**src/rtl/coproc_sequencer.sv**
```systemverilog
// rtl/coproc_sequencer.sv - vector coprocessor sequencer: BRAM handoff, HLS handshake, result routing, watchdog
module coproc_sequencer #(
    parameter int RESULT_W       = 32,
    parameter int TX_BYTES       = 4,
    parameter int TIMEOUT_CYCLES = 1048576
) (
    input  logic                clk,
    input  logic                rst_n,
    input  logic                cmd_ready,
    input  logic                cmd,
    input  logic                out_mode,
    input  logic                disable_screen,
    output logic                bram_grant_hls,
    output logic                hls_op,
    output logic                ap_start,
    input  logic                ap_ready,
    input  logic                ap_done,
    input  logic [RESULT_W-1:0] ap_return,
    output logic [7:0]          tx_data,
    output logic                tx_start,
    input  logic                tx_busy,
    output logic [RESULT_W-1:0] disp_value,
    output logic                disp_valid,
    output logic                busy,
    output logic                err_timeout,
    output logic                cmd_dropped
);

    localparam int WD_W  = (TIMEOUT_CYCLES > 1) ? $clog2(TIMEOUT_CYCLES) : 1;
    localparam int IDX_W = (TX_BYTES > 1) ? $clog2(TX_BYTES) : 1;
    localparam logic [WD_W-1:0]  WD_LAST  = WD_W'(TIMEOUT_CYCLES - 1);
    localparam logic [IDX_W-1:0] IDX_LAST = IDX_W'(TX_BYTES - 1);

    localparam logic [2:0] S_IDLE     = 3'd0;
    localparam logic [2:0] S_GRANT    = 3'd1;
    localparam logic [2:0] S_START    = 3'd2;
    localparam logic [2:0] S_WAIT     = 3'd3;
    localparam logic [2:0] S_OUT_DISP = 3'd4;
    localparam logic [2:0] S_TX_SEND  = 3'd5;
    localparam logic [2:0] S_TX_GAP   = 3'd6;
    localparam logic [2:0] S_TX_WAIT  = 3'd7;

    logic [2:0]          state;
    logic                mode_q;
    logic [RESULT_W-1:0] result_q;
    logic [WD_W-1:0]     wd_cnt;
    logic [IDX_W-1:0]    idx;
    logic [RESULT_W-1:0] result_shifted;

    // Grant and start derive from state so the async reset drops them without a clock edge.
    assign busy           = (state != S_IDLE);
    assign bram_grant_hls = (state == S_GRANT) || (state == S_START) || (state == S_WAIT);
    assign ap_start       = (state == S_START);

    // Byte 0 on the wire is the most significant byte of the result.
    always_comb begin
        result_shifted = result_q >> (8 * (TX_BYTES - 1 - int'(idx)));
    end

    always_ff @(posedge clk or negedge rst_n) begin
        if (!rst_n) begin
            state       <= S_IDLE;
            mode_q      <= 1'b0;
            hls_op      <= 1'b0;
            result_q    <= '0;
            wd_cnt      <= '0;
            idx         <= '0;
            tx_data     <= 8'h00;
            tx_start    <= 1'b0;
            disp_value  <= '0;
            disp_valid  <= 1'b0;
            err_timeout <= 1'b0;
            cmd_dropped <= 1'b0;
        end else begin
            tx_start    <= 1'b0;
            disp_valid  <= 1'b0;
            cmd_dropped <= cmd_ready && ((state != S_IDLE) || disable_screen);
            case (state)
                S_IDLE: begin
                    if (cmd_ready && !disable_screen) begin
                        hls_op      <= cmd;
                        mode_q      <= out_mode;
                        err_timeout <= 1'b0;
                        wd_cnt      <= '0;
                        idx         <= '0;
                        state       <= S_GRANT;
                    end
                end
                S_GRANT: state <= S_START;
                S_START: begin
                    if (ap_ready && ap_done) begin
                        result_q <= ap_return;
                        idx      <= '0;
                        state    <= mode_q ? S_TX_SEND : S_OUT_DISP;
                    end else if (wd_cnt == WD_LAST) begin
                        err_timeout <= 1'b1;
                        state       <= S_IDLE;
                    end else begin
                        wd_cnt <= wd_cnt + 1'b1;
                        if (ap_ready) state <= S_WAIT;
                    end
                end
                S_WAIT: begin
                    // A result arriving on the last watchdog cycle still wins over the abort.
                    if (ap_done) begin
                        result_q <= ap_return;
                        idx      <= '0;
                        state    <= mode_q ? S_TX_SEND : S_OUT_DISP;
                    end else if (wd_cnt == WD_LAST) begin
                        err_timeout <= 1'b1;
                        state       <= S_IDLE;
                    end else begin
                        wd_cnt <= wd_cnt + 1'b1;
                    end
                end
                S_OUT_DISP: begin
                    disp_value <= result_q;
                    disp_valid <= 1'b1;
                    state      <= S_IDLE;
                end
                S_TX_SEND: begin
                    if (!tx_busy) begin
                        tx_data  <= result_shifted[7:0];
                        tx_start <= 1'b1;
                        state    <= S_TX_GAP;
                    end
                end
                S_TX_GAP: state <= S_TX_WAIT;
                S_TX_WAIT: begin
                    if (!tx_busy) begin
                        if (idx == IDX_LAST) begin
                            state <= S_IDLE;
                        end else begin
                            idx   <= idx + 1'b1;
                            state <= S_TX_SEND;
                        end
                    end
                end
                default: state <= S_IDLE;
            endcase
        end
    end

endmodule

```
**config.mk**
```make
export PLATFORM = sky130hd
export DESIGN_NAME = coproc_sequencer
export DESIGN_NICKNAME = d
export VERILOG_FILES = /design/src/rtl/coproc_sequencer.sv
export SDC_FILE = /design/constraint.sdc
export NUM_CORES = 1
export LEC_CHECK = 0
export BUFFER_PORTS_ARGS = -buffer_cell sky130_fd_sc_hd__buf_4
export CORE_MARGIN = 5
export CORE_UTILIZATION = 55
export DETAILED_ROUTE_END_ITERATION = 8
export PLACE_DENSITY = 0.8
export REMOVE_ABC_BUFFERS = 1
export SYNTH_ARGS = -nofsm -noshare
export SYNTH_HDL_FRONTEND = slang
export SYNTH_SLANG_ARGS = --single-unit
```
**constraint.sdc**
```tcl
create_clock -name clk -period 2.3 [get_ports clk]
set_input_delay 0.115 -clock clk [delete_from_list [all_inputs] [get_ports clk]]
set_output_delay 0.115 -clock clk [all_outputs]
set_load 0.01 [all_outputs]
```
# After elaboration in Yosys (flattened, before gate mapping)
# Index checks and enable logic that the tools add are counted.
# totals
register_bits	103
inputBits	41
wordCells	87
rom_bits	0
memories	0
mem_bits_rw	0
latch_bits	0
# classes
bitwise	1
order_cmp	0
multipliers	0
n_div	0
n_addsub	3
n_shift	1
eq_ne	19
reduce_logical	18
n_mux	33
# op_table
op	count
$mux 20	4
$mux 32	2
$pmux 32 s2	1
$pmux 20 s3	1
$shr 32x32->8	1
$mux 3	9
$pmux 3 s8	1
$add 20x1->20 const B	1
$eq 20x20->1 const B	1
$ne 2x2->1 const B	7
$eq 3x3->1 const B	4
$mux 2	5
$mux 1	8
$pmux 2 s4	1
$eq 3x2->1 const B	2
$reduce_and 6->1	1
$reduce_bool 3->1	2
$reduce_and 5->1	1
$ne 4x1->1 const B	1
$reduce_and 2->1	2
$reduce_and 4->1	1
$reduce_bool 4->1	1
$eq 3x1->1 const B	1
$logic_and 1x1->1	3
other kinds (12)	14

# Longest topological paths before layout
# logic_depth
word_depth	4
mapped_depth	8

# Worst setup path after synthesis
# OpenSTA, ideal clock, no wires.
# synth_timing
kind	register -> register
startpoint	register wd_cnt[0]
endpoint	register wd_cnt[4]
arrival_time_ps	1606
path_stages_with_launch	8
setup_ps	138
slack_ps	556
synth_period_minus_slack_ps	1744
t_required_ps	2162
path_cell_list	dfrtp_1 > ha_1 > and4_1 > and3_1 > clkbuf_1 > a211oi_1 > xnor2_1 > nor2_1
# synth_between
elab_chain_cells	4
word_cells_on_any_way	6
cone_classes	add/sub (1); eq/ne (1); mux (4)
# synth_lines
element	line	rtl
from (decl)	46	logic [WD_W-1:0] wd_cnt;
from (signal assigned)	99	wd_cnt <= wd_cnt + 1'b1;
from (signal assigned)	113	wd_cnt <= wd_cnt + 1'b1;
$add 20x1->20 / $eq 20x20->1 (equally long branches)	-	
$mux 20 *	95, 109	
$mux 20 (on tied branches)	105, 91	
$pmux 20 s3 *	78	case (state)
# Every way passes the cells marked *; elsewhere a longest branch is shown, timed or not. The select of a mux whose other input is x is not followed.
# A chain may end at the register's enable or synchronous reset.

# Worst setup path after layout
# layout_timing
startpoint	register state[0]
endpoint	register wd_cnt[17]
# layout_between
elab_chain_cells	3
word_cells_on_any_way	9
cone_classes	eq/ne (5); mux (1); reduce/logical (3)
# layout_lines
element	line	rtl
from (decl)	43	logic [2:0] state;
from (signal assigned)	94	state <= mode_q ? S_TX_SEND : S_OUT_DISP;
from (signal assigned)	108	state <= mode_q ? S_TX_SEND : S_OUT_DISP;
$eq 3x2->1 / $logic_not 3->1 (equally long branches)	78	
$ne 2x2->1 (no line) / $reduce_bool 3->1 (equally long branches)	-	
$reduce_and 4->1 (no line)	-	
# Parallel ways exist; a longest one is shown, timed or not.

==> impl_metrics.toml <==
[grt]
grt_pass1_wl_um = 17600
grt_pass1_vias = 3341
overflow = 0
grt_max_degree = 55
grtUsageTotal = 0.223
antenna_found_initial = 0

[placement]
io_buffers = 88
placed_area_um2 = 5420
dpl.cell_count = 533
dp_slack_ns = 0.258
gp_congestion = 0.944
dpl.hpwl_um = 6980

[finish]
n_antenna_cell = 0
fin_nets = 519
nFillCells = 527
finish.instance_area_um2 = 6030
mostFrequentLayoutCell = "dfrtp_1"
area_growth_pct = 30.6
post-route-util = 0.734
final_cells = 586
drive_above_1_share = 0.426
most-common-layout-cells = "103 x dfrtp_1, 96 x buf_4, 65 x mux2_2"

[synth]
synth_edf_count = 0
ys.flop_type = "dfrtp_1"
synth_top_family_by_area = "multiplexers"
yosys.cell_types.count = 50
synth-adder-area-share = 0.00542
synth-xor-area-share = 0.0265
ys_warn_count = 0
synth_cells = 347
async_flop_share = 1.00
synth_area_um2 = 4620
synth-compound-area-share = 0.0596
yosysSeqAreaShare = 0.558
ys_ff_latch = 103
synthMuxAreaShare = 0.219
avgSynthCellArea_um2 = 13.3
synth-simple-area-share = 0.109

[timing]
fin_crit_ns = 2.11
fmax_ghz = 0.475
final.setup.tns_ns = 0
rsz0062_at_grt = "no"
relSlewSlack = 0.531
tightest_slew_ns = 0.704
slew_violations = 0
finalCritPeriodShare = 0.915
hold_violations = 0
setup_slack_ns = 0.195
setup_viol = 0
fin_skew_ns = 0.0165

[drt]
highest_layer = "met4"
wl_met3_um = 682
met1_length_um = 4340
routed_wl_um = 10700
drtIter0Drc = 99
ant_nets = 0
routedWlPerCell_um = 18.2
first_pass_iters = 4
wl_met2_um = 5560
vias = 3237
drc = 0
viasPerCell = 5.52

[clock_tree]
root_buffer = "clkbuf_8"
tritoncts = "done"
cts_sinks = 103
cts_made_buffers = 9
clock_path_buffers = 2
postCtsSetupBuffers = 0
cts-htree-levels = 3
clock_latency_ns = 0.37
cts_resized = 0
path_clk_slew_ns = 0.11

[setup_path]
timing.rr.start = "state[0]$_DFFE_PN0P_"
worstPathRequired_ns = 2.59
end_kind = "flop"
cp_max_fo = 11
cp-start-kind = "flop"
crit_type = "flop to flop"
worstSetupStartpoint = "state[0]$_DFFE_PN0P_"
worstPathArrival_ns = 2.40

[die]
rows = 33
dieArea_um2 = 10300
core_area_um2 = 8220
io_pins = 89
dieHeight_um = 102
die_x_um = 102
start_util = 0.562

[job]
cap_viol_max_count = 0

[power]
ir_drop_mv = 0.814
p_leak_uw = 0.00266
p_per_area_nw_per_um2 = 1220

[worst_hold_path]
min_path_type = "input port to flop"
hold_start = "tx_busy"

[status]
status = "finished clean"
[final cells by class]
type / count / area [um^2] / area share
sequential: 103 / 2580 / 0.427
multi-input combinational: 223 / 1950 / 0.324
timing repair buffer: 134 / 1110 / 0.184
clock buffer: 10 / 138 / 0.0228
tap: 105 / 131 / 0.0218
clock inverter: 6 / 104 / 0.0172
inverter: 5 / 18.8 / 0.00311
[Yosys cell counts (4+ instances only)]
cell | instances | area (um^2)
mux2_1 | 8 | 90.1
nand3_1 | 12 | 60.1
nor3_1 | 4 | 20.0
inv_1 | 4 | 15.0
o21a_1 | 4 | 30.0
xor2_1 | 6 | 52.6
buf_2 | 10 | 50.1
nor2_1 | 21 | 78.8
nand2_1 | 20 | 75.1
xnor2_1 | 8 | 70.1
o21ai_0 | 5 | 25.0
nand4_1 | 4 | 25.0
mux4_2 | 8 | 180
mux2_2 | 65 | 732
dfrtp_1 | 103 | 2580
a21oi_1 | 4 | 20.0
[registers in the layout, indices dropped and copies added (netlist names)]
signal and cells:
disp_valid 1, tx_start 1, mode_q 1, state 3, hls_op 1, err_timeout 1
cmd_dropped 1, wd_cnt 20, tx_data 8, disp_value 32, idx 2, result_q 32
[where the power goes]
group	total, uW	leakage (uW)	internal [uW]	switching (uW)
combinational	2840	0.00127	1640	1190
sequential	3190	0.00128	2570	617
clock	1320	0.000117	662	660
[stage by stage]
| step | power, uW | hold slack [ns] |
|---|---|---|
| after CTS | 7360 | 0.0565 |
| after detailed placement | 5990 | 0.200 |
| final | 7350 | 0.0640 |
| after floorplan | 4710 | -0.181 |
| after global routing | 7800 | 0.0596 |
| after global placement | 5840 | 0.200 |
[repair_timing]
item / CTS / global route
hold endpoints to repair: 87 / 0
setup endpoints to repair: 0 / 0
hold buffers: 37 / 0
[layer usage]
layer | track usage | up-vias
li1 | - | 1512
met1 | 0.278 | 1623
met2 | 0.380 | 94
met3 | 0.0744 | 8
met4 | 0.0481 | 0
met5 | 0 | -
[cell families after synthesis]
kind of cell | after synthesis
AOI/OAI and AO/OA | 35
muxes | 82
xor gates and xnor gates | 14
and+or+nand+nor | 90
adders and majority gates | 2
DFF | 103
buffers and inverters | 21
[path summary, 6_finish.rpt]
| kind | to | slack, ns | cells after the start |
|---|---|---|---|
| setup / recovery | wd_cnt[17]$_DFFE_PN0P_ | 0.19 | 5 |
| hold / removal | state[1]$_DFFE_PN0P_ | 0.06 | 3 |
| setup reg to reg | wd_cnt[17]$_DFFE_PN0P_ | 0.19 | 5 |
| hold reg to reg | hls_op$_DFFE_PN0P_ | 0.50 | 2 |
| max in group asynchronous | result_q[3]$_DFFE_PN0P_ | 1.17 | 3 |
| min in group asynchronous | disp_value[22]$_DFFE_PN0P_ | 0.32 | 2 |
[critical path, cell delays in order, from the launching register on]
cell	delay, ns
dfrtp_1	0.40
o21ai_1	0.48
and2_1	0.40
o21ai_2	0.21
or3_1	0.41
a21oi_2	0.13
Note: power is estimated with default switching activity, not from simulation.
